<file path="src/rtl/mismatch_tally_if.sv">
// Sample/control and statistics bundle for mismatch_tally.
// The master side drives samples and control pulses; the slave side is the tally.
interface mismatch_tally_if #(
  parameter int WIDTH = 1,
  parameter int CNT_W = 16
);
  logic             start;
  logic             stop;
  logic             sample_en;
  logic [WIDTH-1:0] ref_val;
  logic [WIDTH-1:0] dut_val;

  logic             busy;
  logic             done;
  logic             pass;
  logic [CNT_W-1:0] samples;
  logic [CNT_W-1:0] errors;
  logic [CNT_W-1:0] first_err_idx;
  logic             first_err_valid;
  logic [WIDTH-1:0] err_mask;

  modport master (
    output start, stop, sample_en, ref_val, dut_val,
    input  busy, done, pass, samples, errors, first_err_idx, first_err_valid, err_mask
  );

  modport slave (
    input  start, stop, sample_en, ref_val, dut_val,
    output busy, done, pass, samples, errors, first_err_idx, first_err_valid, err_mask
  );
endinterface

</file>
<file path="src/rtl/mismatch_tally.sv">
// Reference-vs-DUT comparison stage: counts samples and mismatches over a window
// bounded by start/stop, capturing the first mismatch index and a per-bit error mask.
//
//   state   | meaning
//   IDLE    | after reset, waiting for start
//   RUN     | window open, qualified samples are compared and counted
//   DONE    | window closed, statistics frozen, pass valid
module mismatch_tally #(
  parameter int WIDTH = 1,
  parameter int CNT_W = 16
) (
  input  logic              clk,
  input  logic              areset,
  mismatch_tally_if.slave   tif
);

  typedef enum logic [1:0] {
    ST_IDLE = 2'd0,
    ST_RUN  = 2'd1,
    ST_DONE = 2'd2
  } state_t;

  localparam logic [CNT_W-1:0] CNT_ONE = {{(CNT_W-1){1'b0}}, 1'b1};
  localparam logic [CNT_W-1:0] CNT_MAX = {CNT_W{1'b1}};

  state_t           state_q, state_d;
  logic [CNT_W-1:0] samples_q, samples_d;
  logic [CNT_W-1:0] errors_q, errors_d;
  logic [CNT_W-1:0] first_idx_q, first_idx_d;
  logic             first_valid_q, first_valid_d;
  logic [WIDTH-1:0] mask_q, mask_d;
  logic             busy_q, busy_d;
  logic             done_q, done_d;
  logic             pass_q, pass_d;

  logic [WIDTH-1:0] diff;
  logic             mismatch;
  logic             samples_sat;
  logic             errors_sat;
  logic             clear;

  assign diff        = tif.ref_val ^ tif.dut_val;
  assign mismatch    = |diff;
  assign samples_sat = (samples_q == CNT_MAX);
  assign errors_sat  = (errors_q == CNT_MAX);

  always_comb begin
    state_d       = state_q;
    samples_d     = samples_q;
    errors_d      = errors_q;
    first_idx_d   = first_idx_q;
    first_valid_d = first_valid_q;
    mask_d        = mask_q;
    clear         = 1'b0;

    case (state_q)
      ST_IDLE: begin
        if (tif.start) begin
          state_d = ST_RUN;
          clear   = 1'b1;
        end
      end

      ST_RUN: begin
        // start has priority: the whole window restarts and any sample this cycle is dropped
        if (tif.start) begin
          clear = 1'b1;
        end else begin
          if (tif.sample_en) begin
            if (!samples_sat) begin
              samples_d = samples_q + CNT_ONE;
            end
            if (mismatch) begin
              if (!errors_sat) begin
                errors_d = errors_q + CNT_ONE;
              end
              mask_d = mask_q | diff;
              // index is only meaningful while samples has not saturated
              if (!first_valid_q && !samples_sat) begin
                first_idx_d   = samples_q;
                first_valid_d = 1'b1;
              end
            end
          end
          if (tif.stop) begin
            state_d = ST_DONE;
          end
        end
      end

      ST_DONE: begin
        if (tif.start) begin
          state_d = ST_RUN;
          clear   = 1'b1;
        end
      end

      default: begin
        state_d = ST_IDLE;
      end
    endcase

    if (clear) begin
      samples_d     = '0;
      errors_d      = '0;
      first_idx_d   = '0;
      first_valid_d = 1'b0;
      mask_d        = '0;
    end

    busy_d = (state_d == ST_RUN);
    done_d = (state_d == ST_DONE);
    pass_d = done_d && (errors_d == '0);
  end

  always_ff @(posedge clk or posedge areset) begin
    if (areset) begin
      state_q       <= ST_IDLE;
      samples_q     <= '0;
      errors_q      <= '0;
      first_idx_q   <= '0;
      first_valid_q <= 1'b0;
      mask_q        <= '0;
      busy_q        <= 1'b0;
      done_q        <= 1'b0;
      pass_q        <= 1'b0;
    end else begin
      state_q       <= state_d;
      samples_q     <= samples_d;
      errors_q      <= errors_d;
      first_idx_q   <= first_idx_d;
      first_valid_q <= first_valid_d;
      mask_q        <= mask_d;
      busy_q        <= busy_d;
      done_q        <= done_d;
      pass_q        <= pass_d;
    end
  end

  assign tif.busy            = busy_q;
  assign tif.done            = done_q;
  assign tif.pass            = pass_q;
  assign tif.samples         = samples_q;
  assign tif.errors          = errors_q;
  assign tif.first_err_idx   = first_idx_q;
  assign tif.first_err_valid = first_valid_q;
  assign tif.err_mask        = mask_q;

endmodule

</file>
<file path="src/flat_wrapper.sv">
// flat-port wrapper written by rule: the top's interface ports become plain ports
module mismatch_tally_flat 
#(
  parameter int WIDTH = 1,
  parameter int CNT_W = 16
)
  (clk, areset, tif_start, tif_stop, tif_sample_en, tif_ref_val, tif_dut_val, tif_busy, tif_done, tif_pass, tif_samples, tif_errors, tif_first_err_idx, tif_first_err_valid, tif_err_mask);
  mismatch_tally_if #(.WIDTH(WIDTH), .CNT_W(CNT_W)) tif_i ();
  input  logic clk;
  input  logic areset;
  input wire logic [$bits(tif_i.start)-1:0] tif_start;
  input wire logic [$bits(tif_i.stop)-1:0] tif_stop;
  input wire logic [$bits(tif_i.sample_en)-1:0] tif_sample_en;
  input wire logic [$bits(tif_i.ref_val)-1:0] tif_ref_val;
  input wire logic [$bits(tif_i.dut_val)-1:0] tif_dut_val;
  output wire logic [$bits(tif_i.busy)-1:0] tif_busy;
  output wire logic [$bits(tif_i.done)-1:0] tif_done;
  output wire logic [$bits(tif_i.pass)-1:0] tif_pass;
  output wire logic [$bits(tif_i.samples)-1:0] tif_samples;
  output wire logic [$bits(tif_i.errors)-1:0] tif_errors;
  output wire logic [$bits(tif_i.first_err_idx)-1:0] tif_first_err_idx;
  output wire logic [$bits(tif_i.first_err_valid)-1:0] tif_first_err_valid;
  output wire logic [$bits(tif_i.err_mask)-1:0] tif_err_mask;
  assign tif_i.start = tif_start;
  assign tif_i.stop = tif_stop;
  assign tif_i.sample_en = tif_sample_en;
  assign tif_i.ref_val = tif_ref_val;
  assign tif_i.dut_val = tif_dut_val;
  assign tif_busy = tif_i.busy;
  assign tif_done = tif_i.done;
  assign tif_pass = tif_i.pass;
  assign tif_samples = tif_i.samples;
  assign tif_errors = tif_i.errors;
  assign tif_first_err_idx = tif_i.first_err_idx;
  assign tif_first_err_valid = tif_i.first_err_valid;
  assign tif_err_mask = tif_i.err_mask;
  mismatch_tally #(.WIDTH(WIDTH), .CNT_W(CNT_W)) u_core (.clk(clk), .areset(areset), .tif(tif_i));
endmodule
</file>
<file path="config.mk">
export PLATFORM = sky130hd
export DESIGN_NAME = mismatch_tally_flat
export DESIGN_NICKNAME = d
export VERILOG_FILES = /design/src/rtl/mismatch_tally_if.sv /design/src/rtl/mismatch_tally.sv /design/src/flat_wrapper.sv
export SDC_FILE = /design/constraint.sdc
export NUM_CORES = 1
export LEC_CHECK = 0
export BUFFER_PORTS_ARGS = -buffer_cell sky130_fd_sc_hd__buf_2
export CAP_MARGIN = 0
export CELL_PAD_IN_SITES_DETAIL_PLACEMENT = 0
export CELL_PAD_IN_SITES_GLOBAL_PLACEMENT = 2
export CORE_ASPECT_RATIO = 1.2
export CORE_UTILIZATION = 32
export CTS_CLUSTER_SIZE = 14
export DETAILED_ROUTE_END_ITERATION = 6
export HOLD_SLACK_MARGIN = 0.1
export PLACE_DENSITY_LB_ADDON = 0.1
export SLEW_MARGIN = 20
export SYNTH_ARGS = -nofsm -noshare
export SYNTH_HDL_FRONTEND = slang
export SYNTH_SLANG_ARGS = --single-unit
</file>
<file path="constraint.sdc">
create_clock -name clk -period 6.2 [get_ports clk]
set_input_delay 0.62 -clock clk [delete_from_list [all_inputs] [get_ports clk]]
set_output_delay 0.62 -clock clk [all_outputs]
set_load 0.01 [all_outputs]
</file>
# Word-level counts from Yosys, hierarchy flattened
# Cells that the tools add are included.
[totals]
ff_bits = 55
latch_bits = 0
ramBits = 0
romBits = 0
out_inout_bits = 53
wordCells = 70
mem_count = 0
[op_classes]
n_addsub = 2
multipliers = 0
div_mod_pow = 0
magnitude_cmp = 0
eq_ne = 8
shift = 0
mux = 34
bitwise_logic = 2
n_reduce_logical = 15
[ops]
columns = ["operator", "n"]
rows = [
  ["$mux W16", 17],
  ["$add A16 B1 Y16 const B", 2],
  ["$eq A16 B16 Y1 const B", 2],
  ["$logic_not A16 Y1", 1],
  ["$mux W1", 13],
  ["$reduce_and A4 Y1", 2],
  ["$reduce_bool A2 Y1", 4],
  ["$mux W2", 3],
  ["$reduce_and A5 Y1", 1],
  ["$eq A2 B1 Y1 const B", 2],
  ["$eq A2 B2 Y1 const B", 2],
  ["$pmux W2 S2", 1],
  ["$reduce_or A3 Y1", 1],
  ["$logic_and A1 B1 Y1", 2],
  ["$logic_not A1 Y1", 2],
  ["$logic_not A2 Y1", 1],
  ["$ne A2 B1 Y1 const B", 1],
  ["$ne A2 B2 Y1 const B", 1],
  ["$reduce_or A2 Y1", 1],
  ["$or A1 B1 Y1", 1],
  ["$xor A1 B1 Y1", 1],
]

# Longest topological paths before layout
# Gate-level depths: netlist of the first run.
[logic_depth]
ltp_word = 9
mapped_depth = 8
depth_no_buf = 7

# Worst setup path after synthesis of the first run
# OpenSTA, ideal clock, no wires.
[synth_timing]
path_kind = "flip-flop to flip-flop"
from = "register u_core.errors_q[0], in the netlist u_core.tif.errors[0]"
to = "register u_core.pass_q, in the netlist u_core.tif.pass"
arrival_ps = 2267
required_ps = 6105
path_slack_ps = 3838
stages_incl_launch_ff = 9
path_cell_list = "dfrtp_1 > ha_1 > clkbuf_1 > nand3_1 > nor4_1 > nor4b_1 > a211o_1 > a211oi_1 > nor4b_2"
[synth_between]
elab_chain_cells = 9
word_cells_on_any_way = 10
classes_between = "add/sub: 1; eq/ne: 1; mux: 6; reduce/logical: 2"
[synth_rtl]
columns = ["item", "line", "text"]
rows = [
  ["start, declared", "mismatch_tally.sv:28", "logic [CNT_W-1:0] errors_q, errors_d;"],
  ["start signal, assigned", "mismatch_tally.sv:130", "errors_q <= errors_d;"],
  ["$add A16 B1 Y16 or $eq A16 B16 Y1 (tied branches)", "mismatch_tally.sv:75, mismatch_tally.sv:45", ""],
  ["$mux W16", "mismatch_tally.sv:74", "if (!errors_sat) begin"],
  ["$mux W16", "mismatch_tally.sv:73", "if (mismatch) begin"],
  ["$mux W16", "mismatch_tally.sv:69", "if (tif.sample_en) begin"],
  ["$mux W16", "mismatch_tally.sv:66", "if (tif.start) begin"],
  ["$mux W16 (*)", "mismatch_tally.sv:56", "case (state_q)"],
  ["$mux W16 (*)", "mismatch_tally.sv:103", "if (clear) begin"],
  ["$logic_not A16 Y1 (*)", "mismatch_tally.sv:113", "pass_d = done_d && (errors_d == '0);"],
  ["$logic_and A1 B1 Y1 (*)", "mismatch_tally.sv:113", ""],
  ["via u_core.pass_d", "mismatch_tally.sv:34", "logic pass_q, pass_d;"],
  ["end signal, assigned", "mismatch_tally.sv:136", "pass_q <= pass_d;"],
  ["end, declared", "mismatch_tally.sv:34", ""],
]
# The timed path passes the listed nets; every way through them passes the cells marked *.
# A chain may end at the register's enable or synchronous reset.

# Worst setup path in the final report of the first run
# Ends and elaborated chain as after synthesis.

==> results.txt, run 1 <==
Number of synthesized flops with an enable pin -> 0
DP Area -> 3306 um2
R2R setup slack -> 3.53 ns
Die H -> 106.4 um
Internal power -> 519.4 uW
FF-to-FF path depth -> 7
Crit-path max FO -> 8
CTS Buf Count -> 5
Clock power frac -> 35.1%
Worst r2r src -> u_core.tif.errors[0]$_DFF_PP0_
# H-tree levels -> 2
Mapped Cells -> 315
FF-to-FF End -> u_core.tif.pass$_DFF_PP0_
Post-synth top flop -> dfrtp_1
Final Max Slew Viols -> 0
Hold Path Sink -> u_core.tif.first_err_idx[6]$_DFFE_PP0P_
CTS tree -> built
Fin area -> 3422 um2
Hold Startpoint -> u_core.tif.first_err_idx[6]$_DFFE_PP0P_
Peak VDD IR -> 103.9 uV
Largest net degree at the start of global routing -> 56
P_sw -> 200.0 uW
Horiz. Die Dim -> 89 um
Max-cap violations -> 0
Syn avg cell area -> 9.227 um2
Final setup skew -> 0.008360 ns
Wirelength per Cell -> 16.27 um
Final WL -> 7.890 mm
Fraction of layout cells with a size suffix above 1 -> 21.74%
Status -> finished, final reports clean
Comb pwr share -> 11.0%
Crit path capture type -> register
Antenna violations before repair -> 0
Drt drc -> 0
First-pass GRT wire length -> 12.64 mm
Clk_lat worst skew -> 0.31 ns
Seq/Total Area, Yosys -> 47.35%
Final Critical Period -> 2.672 ns
Post-route setup TNS -> 0 ns
Fin cells -> 485
Sink Count -> 55
Nets -> 376
Final setup vio count -> 0
Vias per inst -> 5.111
Req. time, crit path -> 6.42 ns
Pwr Density -> 210.2 nW/um2
Critical path data arrival time -> 2.89 ns
Post-synth net total -> 324
Initial DRC count -> 87
# rows -> 37
DIE AREA -> 9470 um2
GR Overflow Total -> 0
RSZ-0062 raised after global routing -> no
Routed via count -> 2,479
Total GRT Usage -> 17.54%
Ys Warns -> 0
Cell Area, Synth -> 2907 um2
Final Hold Viols -> 0
Register share of total power -> 53.9%
Ant. Diodes -> 0
Hpwl dp -> 5.644 mm
Core ar. -> 8703 um2
Setup bufs post-CTS -> 0
Yosys reg bits -> 55
Starting density of the core -> 33.40%
Fmax -> 374.2 MHz
Hold WC Path Type -> reg2reg
Clock buffer depth -> 2
Slew margin rel. -> 49.61%
Area growth from synthesis to layout -> 17.74%
Final Util -> 39.32%
Hold buffers post-CTS -> 0
Critical path class -> reg2reg
Clock edge transition at the registers on the reported setup and hold paths -> 0.11 ns
Worst hold slack -> 0.4913 ns
Drt first pass iters -> 4
Setup ws final -> 3.528 ns
GPL Wtd Cong -> 0.7564
Post-place setup slack -> 3.537 ns
Switching portion of total power -> 27.80%
CTS root buffer -> clkbuf_8
Buffers on Ports -> 59
Ys async rst share -> 100.0%
Cells after DPL -> 477
Post-CTS Resized -> 0
Period utilization -> 43.10%
Slew @ Worst Pin -> 0.7523 ns
P_leak -> 1.564 nW
I/O pin total -> 60
Yosys cell types -> 53
Total power -> 719.4 uW
Detail Route Antenna Nets -> 0
Hold Path Stages -> 2
Crit path launch type -> register
Vias in the first global route -> 2,381
[power groups by stage]
stage / combinational (mW) / clock, mW / sequential [mW]
2_1_floorplan: 0.0517 / 0 / 0.392
5_1_grt: 0.0901 / 0.275 / 0.390
4_1_cts: 0.0820 / 0.262 / 0.388
3_3_place_gp: 0.0813 / 0 / 0.395
6_report: 0.0794 / 0.253 / 0.388
3_5_place_dp: 0.0817 / 0 / 0.395
[placed cells by master, fill, tap and decap left out, types with 2 or more instances in the layout]
cell	n
nor3_1	9
o21ai_0	17
xor2_1	12
clkbuf_8	5
nor3b_1	2
o21a_1	2
mux2i_1	4
inv_1	7
and4_1	3
buf_4	2
ha_1	2
nand4_1	8
dfrtp_1	55
and3_1	4
nand2_1	46
or3_1	2
o31ai_1	3
o311a_1	2
nor4_1	3
a21oi_1	10
nand3_1	19
nand3b_1	2
nor4b_1	3
a311oi_1	3
a211oi_1	2
a31oi_1	3
xnor2_1	12
buf_2	59
nor2_1	37
o21ai_1	3
[logic make-up after synthesis]
family | after synthesis | share of synthesized area (%)
compound gates | 55 | 12.44
xor+xnor | 24 | 7.232
fa+ha+maj | 2 | 0.8608
buf+inv | 24 | 3.444
flops | 55 | 47.35
mux | 5 | 1.765
simple gates | 150 | 26.91
[layout make-up]
type | count | area, um2
clock inverters | 3 | 47.55
clock buffers | 5 | 68.82
fillers | 974 | 5281
flip-flops and latches | 55 | 1376
inverters | 8 | 30.03
well taps | 117 | 146.4
multi-input cells | 236 | 1443
repair buffers | 61 | 310.3
[synth_stat cells, types with 7 or more instances]
cell type   n  area share, %
inv_1       8            1.0
nand4_1     8            1.7
nand2_1    46            5.9
nor3_1      9            1.5
xor2_1     12            3.6
o21ai_0    17            2.9
nand3_1    19            3.3
a21oi_1    10            1.7
xnor2_1    12            3.6
nor2_1     37            4.8
buf_2       8            1.4
dfrtp_1    55             47
clkbuf_1    7           0.90
[metal layers]
metal / routed length, um / vias to the layer above / global-route usage [%]
met5: 0 / - / 0
met4: 94 / 0 / 4.535
met3: 205 / 7 / 2.484
met2: 4116 / 49 / 31.59
met1: 3473 / 1210 / 21.54
li1: - / 1213 / -
[sequential cells by signal, summed over array words and instances (netlist names), 2 cells and up]
register,cells
u_core.tif.first_err_idx,16
u_core.state_q,2
u_core.tif.samples,16
u_core.tif.errors,16
[worst max path at each step]
stage                                        start                                 endpoint  slack (ns)  cells after the start
floorplan           u_core.tif.errors[0]$_DFF_PP0_                u_core.tif.pass$_DFF_PP0_        3.84                      8
global placement                       tif_dut_val  u_core.tif.first_err_idx[9]$_DFFE_PP0P_        3.52                      5
detailed placement                       tif_start                u_core.tif.pass$_DFF_PP0_        3.54                      7
CTS                 u_core.tif.errors[0]$_DFF_PP0_                u_core.tif.pass$_DFF_PP0_        3.55                      7
global route        u_core.tif.errors[0]$_DFF_PP0_                u_core.tif.pass$_DFF_PP0_        3.34                      7
finish              u_core.tif.errors[0]$_DFF_PP0_                u_core.tif.pass$_DFF_PP0_        3.53                      7
[critical path, cell delays in order (launching register included)]
cell and delay, ns:
dfrtp_1 0.50, ha_1 0.34, nand3_1 0.24, nor4_1 0.65, nor4b_1 0.14, a211o_1 0.29, a211oi_1 0.20, nor4b_2 0.22
Note: power is estimated with default switching activity, not from simulation.
==> run 2: changes to the inputs <==
==> constraint.sdc (replaced) <==
create_clock -name clk -period 2.55 [get_ports clk]
set_input_delay 0.255 -clock clk [delete_from_list [all_inputs] [get_ports clk]]
set_output_delay 0.255 -clock clk [all_outputs]
set_load 0.01 [all_outputs]
==> run 2 against run 1 <==
Total power rose by 140%. Cell area grew 4.8%. Clock power is 120% higher. Global-route usage up 0.44 points. Via count up 5.3%. Worst hold slack worse by 0.24 ns. Combinational power rose to 3.2 times the previous value. Sequential share of layout area decreased by 1.8 points. Sequential power increased by 140%. Final cell count increased by 4.1%. Non-clock buffer count up 20. Critical path type unchanged. Critical endpoint unchanged. Largest power group unchanged. Highest routed layer unchanged.
==> results.txt, run 2 (synthesis results as in run 1) <==
Status -> finished, final reports clean
Worst path bufs/invs -> 0 (unchanged)
Delay-heaviest family, CP -> simple AND/OR/NAND/NOR gates
Starting density of the core -> 33.40% (unchanged)
FF-to-FF path depth -> 7 (unchanged)
Antenna violations before repair -> 0 (unchanged)
Hpwl dp -> 6.076 mm (+7.7%)
Final WL -> 8.119 mm (+2.9%)
Final setup skew -> 0.01603 ns (+0.007674 ns)
Crit-path max cell delay -> 0.42 ns (-0.23 ns)
Setup ws final -> 0.1891 ns (-3.339 ns)
Pwr Density -> 481.1 nW/um2 (+130%)
Req. time, crit path -> 2.79 ns (-3.63 ns)
FF+latch area -> 1376 um2 (unchanged)
Final setup vio count -> 0 (unchanged)
Multi-input logic area -> 1443 um2 (unchanged)
Clock power frac -> 32.1% (-3.0 points)
Detail Route Antenna Nets -> 0 (unchanged)
Vias per inst -> 5.170 (+1.2%)
Routed via count -> 2,611 (+5.3%)
Clk_lat worst skew -> 0.32 ns (about the same)
Clock edge transition at the registers on the reported setup and hold paths -> 0.12 ns (about the same)
Core ar. -> 8703 um2 (unchanged)
Critical path class -> reg2reg
Vias in the first global route -> 2,502 (+5.1%)
Slew margin rel. -> 57.95% (+8.3 points)
Nets -> 396 (+5.3%)
DIE AREA -> 9470 um2 (unchanged)
Crit path cell chain -> ha_2, nand3_1, nor4_4, a41oi_1, o21a_1, a2111o_1, nor4b_2
Slew @ Worst Pin -> 0.6298 ns (-0.1224 ns)
Internal power -> 1.222 mW (+140%)
Sink Count -> 55 (unchanged)
Wirelength per Cell -> 16.08 um (-1.2%)
Crit path launch type -> register
Register share of total power -> 53.2% (-0.7 points)
Drt first pass iters -> 4 (unchanged)
Hold Path Stages -> 2 (unchanged)
# rows -> 37 (unchanged)
P_leak -> 1.666 nW (+6.5%)
Critical path data arrival time -> 2.60 ns (-0.29 ns)
Peak VDD IR -> 209.8 uV (+100%)
Final Max Slew Viols -> 0 (unchanged)
CTS root buffer -> clkbuf_8
Final Critical Period -> 2.361 ns (-0.3113 ns)
Largest net degree at the start of global routing -> 34 (-39%)
Period utilization -> 92.58% (+49 points)
Post-place setup slack -> 0.1192 ns (-3.418 ns)
Buffers on Ports -> 59 (unchanged)
DP Area -> 3450 um2 (+4.4%)
Clock buffer depth -> 2 (unchanged)
Crit-path max FO -> 7 (-1)
Fin area -> 3586 um2 (+4.8%)
Comb pwr share -> 14.6% (+3.6 points)
CTS tree -> built
Die H -> 106.4 um (unchanged)
GR Overflow Total -> 0 (unchanged)
Fmax -> 423.6 MHz (+13%)
WP depth -> 7 (unchanged)
P_sw -> 502.9 uW (+150%)
CTS Buf Count -> 5 (unchanged)
Fraction of layout cells with a size suffix above 1 -> 26.03% (+4.3 points)
GPL Wtd Cong -> 0.8296 (+9.7%)
Hold WC Path Type -> in2reg
Total GRT Usage -> 17.97% (+0.44 points)
Switching portion of total power -> 29.15% (+1.3 points)
Fillers -> 962 (-1.2%)
Final Hold Viols -> 0 (unchanged)
I/O pin total -> 60 (unchanged)
First-pass GRT wire length -> 12.88 mm (+1.9%)
Max-cap violations -> 0 (unchanged)
Crit path capture type -> register
Horiz. Die Dim -> 89 um (unchanged)
Ant. Diodes -> 0 (unchanged)
Most common cell after layout, fill and taps aside -> buf_2
Slowest cell on crit path -> dfrtp_1
Area growth from synthesis to layout -> 23.37%
Drt drc -> 0 (unchanged)
# H-tree levels -> 2 (unchanged)
Initial DRC count -> 80 (-8.0%)
Commonest cells after routing, fill and taps aside -> buf_2, dfrtp_1, nand2_1
[run 2: metrics by stage]
stage               cells   TNS (ns)  hold slack [ns]  util [%]  total power, mW
global route          505  -0.002366           0.2791     41.20            1.808
global placement      494          0           0.3814     39.63            1.192
CTS                   503          0           0.2499     40.93            1.748
detailed placement    494          0           0.3871     39.63            1.194
finish                505          0           0.2513     41.20            1.725
floorplan             315          0           0.4920         -            1.078
[run 2: metal layers]
metal / global-route usage (%) / wire length (um) / up-vias
met3: 2.562 / 247 / 14
li1: - / - / 1258
met4: 6.916 / 122 / 0
met1: 21.84 / 3427 / 1273
met2: 31.54 / 4323 / 66
met5: 0 / 0 / -
[run 2: worst paths after layout]
kind | from | to | slack, ns
worst max-delay path | u_core.tif.errors[1]$_DFF_PP0_ | u_core.tif.pass$_DFF_PP0_ | 0.19
worst min-delay path | tif_start | u_core.tif.done$_DFF_PP0_ | 0.25
worst max register to register | u_core.tif.errors[1]$_DFF_PP0_ | u_core.tif.pass$_DFF_PP0_ | 0.19
worst min register to register | u_core.tif.first_err_idx[3]$_DFFE_PP0P_ | u_core.tif.first_err_idx[3]$_DFFE_PP0P_ | 0.49
max in group asynchronous | areset | u_core.tif.samples[7]$_DFFE_PP0P_ | 1.41
min in group asynchronous | areset | u_core.tif.errors[9]$_DFF_PP0_ | 0.54
[run 2: cell type report]
| type | instances | share of cell area [%] |
|---|---|---|
| Timing Repair Buffer | 81 | 13.61 |
| Multi-Input combinational cell | 236 | 40.23 |
| Tap cell | 117 | 4.082 |
| Clock inverter | 2 | 0.5583 |
| Inverter | 8 | 0.8374 |
| Clock buffer | 6 | 2.303 |
| Sequential cell | 55 | 38.38 |
[run 2: power groups by stage]
stage | clock network, mW | logic, mW | registers (mW)
3_5_place_dp | 0 | 0.257 | 0.937
3_3_place_gp | 0 | 0.257 | 0.935
2_1_floorplan | 0 | 0.126 | 0.953
6_report | 0.554 | 0.253 | 0.918
5_1_grt | 0.604 | 0.282 | 0.922
4_1_cts | 0.570 | 0.259 | 0.919
[run 2: repair_timing]
action | CTS | global route
endpoints found under the setup margin | 0 | 1
hold buffers | 1 | 0
gates resized for setup | 0 | 2
buffers inserted | 0 | 2
endpoints found under the hold margin | 26 | 0
==> run 3: changes to the inputs <==
--- a/config.mk
+++ b/config.mk
@@ -10,7 +10,8 @@
 export CELL_PAD_IN_SITES_DETAIL_PLACEMENT = 0
 export CELL_PAD_IN_SITES_GLOBAL_PLACEMENT = 2
 export CORE_ASPECT_RATIO = 1.2
-export CORE_UTILIZATION = 32
+export CORE_MARGIN = 2
+export CORE_UTILIZATION = 33
 export CTS_CLUSTER_SIZE = 14
 export DETAILED_ROUTE_END_ITERATION = 6
 export HOLD_SLACK_MARGIN = 0.1
==> run 3 against run 2 <==
Register-to-register slack is essentially flat. Non-clock buffer count grew 1. Setup slack gained 0.0011 ns. Sequential share of layout area grew 0.12 points. Highest routed layer unchanged. Die area grew 1.1%. First-iteration DRC count grew 34%. Cell area shrank 0.31%.
==> results.txt, run 3 (synthesis results as in run 1) <==
Status -> finished, final reports clean
Crit path cell chain -> ha_1, nand3_1, nor4_4, a41oi_1, o21a_1, a2111o_1, nor4b_2
Most common cell after layout, fill and taps aside -> buf_2
Hpwl dp -> 6.135 mm (+0.97%)
Initial DRC count -> 107 (+34%)
Starting density of the core -> 33.94% (+0.54 points)
# H-tree levels -> 2 (unchanged)
Slowest cell on crit path -> dfrtp_1
Detail Route Antenna Nets -> 0 (unchanged)
Routed via count -> 2,591 (-0.77%)
Largest net degree at the start of global routing -> 34 (unchanged)
Final Max Slew Viols -> 0 (unchanged)
Final WL -> 8.182 mm (+0.78%)
Cells after DPL -> 497 (+0.61%)
CTS root buffer -> clkbuf_8
Crit path capture type -> register
Horiz. Die Dim -> 89.67 um (+0.75%)
Ant. Diodes -> 0 (unchanged)
P_leak -> 1.668 nW (about the same)
Fillers -> 890 (-7.5%)
Total GRT Usage -> 17.56% (-0.41 points)
Clock buffer depth -> 2 (unchanged)
Fin cells -> 506 (+0.20%)
Die H -> 106.8 um (+0.38%)
Final Hold Viols -> 0 (unchanged)
Buffers on Ports -> 59 (unchanged)
First-pass GRT wire length -> 12.97 mm (+0.70%)
Period utilization -> 92.54% (about the same)
GR Overflow Total -> 0 (unchanged)
Antenna violations before repair -> 0 (unchanged)
Clock edge transition at the registers on the reported setup and hold paths -> 0.11 ns (about the same)
Drt drc -> 0 (unchanged)
Setup ws final -> 0.1902 ns (+0.001140 ns)
Fraction of layout cells with a size suffix above 1 -> 25.71% (-0.32 points)
Commonest cells after routing, fill and taps aside -> buf_2, dfrtp_1, nand2_1
RSZ-0062 raised after global routing -> no
Drt first pass iters -> 4 (unchanged)
Setup bufs post-CTS -> 0 (unchanged)
Critical path class -> reg2reg
Hold WC Path Type -> in2reg
Vias per inst -> 5.121 (-0.96%)
Critical path data arrival time -> 2.59 ns (about the same)
CTS Buf Count -> 5 (unchanged)
Crit path launch type -> register
Fmax -> 423.8 MHz (about the same)
Clk_lat worst skew -> 0.31 ns (about the same)
Post-route setup TNS -> 0 ns (unchanged)
Req. time, crit path -> 2.78 ns (about the same)
CTS tree -> built
Core ar. -> 8564 um2 (-1.6%)
Peak VDD IR -> 239.9 uV (+14%)
Crit-path max FO -> 5 (-2)
DIE AREA -> 9577 um2 (+1.1%)
Vias in the first global route -> 2,518 (+0.64%)
Slew @ Worst Pin -> 0.7829 ns (+0.1530 ns)
Sink Count -> 55 (unchanged)
Final Critical Period -> 2.360 ns (-0.001140 ns)
Post-place setup slack -> 0.1452 ns (+0.02595 ns)
# rows -> 37 (unchanged)
Pwr Density -> 466.7 nW/um2 (-3.0%)
Slew margin rel. -> 47.07% (-11 points)
I/O pin total -> 60 (unchanged)
Wirelength per Cell -> 16.17 um (+0.58%)
GPL Wtd Cong -> 0.9083 (+9.5%)
Area growth from synthesis to layout -> 22.99%
Crit-path max cell delay -> 0.42 ns (about the same)
Final setup skew -> 0.01708 ns (+0.001046 ns)
Max-cap violations -> 0 (unchanged)
Nets -> 397 (+0.25%)
Final setup vio count -> 0 (unchanged)
[run 3: cell count changes in the layout (fill, tap and decap cells not counted)]
cell	previous run	this run
nor4_4	1	2
clkbuf_8	6	5
clkbuf_1	0	1
inv_8	1	0
buf_4	19	21
nor4_2	2	1
clkinv_4	1	2
ha_1	1	2
buf_12	2	1
ha_2	1	0
[run 3: worst max-delay path: cells and delay by family (launching register included)]
kind	cells	cell delay (ns)
adder cells (fa/ha/maj)	1	0.26
AO/OA/AOI/OAI	3	0.74
AND/OR/NAND/NOR	3	0.88
flip-flops	1	0.42
[run 3: final cells by class]
class                   instances  area, um2  area share, %
multi-input cells             236       1449          40.53
flip-flops and latches         55       1376          38.50
repair buffers                 82      483.0          13.51
well taps                     117      146.4          4.095
clock buffers                   6      72.57          2.030
inverters                       8      30.03         0.8400
clock inverters                 2      17.52         0.4900
[run 3: repair_timing]
action / in CTS / in global routing
gates resized for setup: 0 / 2
endpoints found under the hold margin: 19 / 0
setup endpoints to repair: 0 / 1
hold buffers: 1 / 0
[run 3: where the power goes]
group | internal, mW | switching (mW)
Combinational | 0.0947 | 0.160
Sequential | 0.899 | 0.0189
Clock | 0.198 | 0.297
Total | 1.19 | 0.476
[run 3: worst paths after layout]
kind | from | to | slack, ns | cells after the start
hold reg to reg | u_core.tif.first_err_idx[5]$_DFFE_PP0P_ | u_core.tif.first_err_idx[5]$_DFFE_PP0P_ | 0.49 | 2
hold / removal | tif_start | u_core.tif.done$_DFF_PP0_ | 0.31 | 3
max in group asynchronous | areset | u_core.tif.samples[2]$_DFFE_PP0P_ | 1.39 | 4
min in group asynchronous | areset | u_core.tif.first_err_idx[4]$_DFFE_PP0P_ | 0.50 | 3
setup reg to reg | u_core.tif.errors[1]$_DFF_PP0_ | u_core.tif.pass$_DFF_PP0_ | 0.19 | 7
setup / recovery | u_core.tif.errors[1]$_DFF_PP0_ | u_core.tif.pass$_DFF_PP0_ | 0.19 | 7
[run 3: routing by layer]
layer / vias to the layer above / track usage, % / wire [um]
met5: - / 0 / 0
met2: 74 / 30.20 / 4355
met3: 14 / 2.386 / 320
met4: 0 / 6.610 / 208
met1: 1250 / 21.88 / 3298
li1: 1253 / - / -
[run 3: stage by stage]
step	power, mW	hold slack (ns)	util [%]	area [um2]
after floorplan	1.078	0.4920	-	2907
after global placement	1.195	0.3010	40.39	3460
after detailed placement	1.194	0.3055	40.39	3460
after CTS	1.702	0.3072	41.56	3560
after global routing	1.765	0.3115	41.74	3575
final	1.668	0.3115	41.74	3575
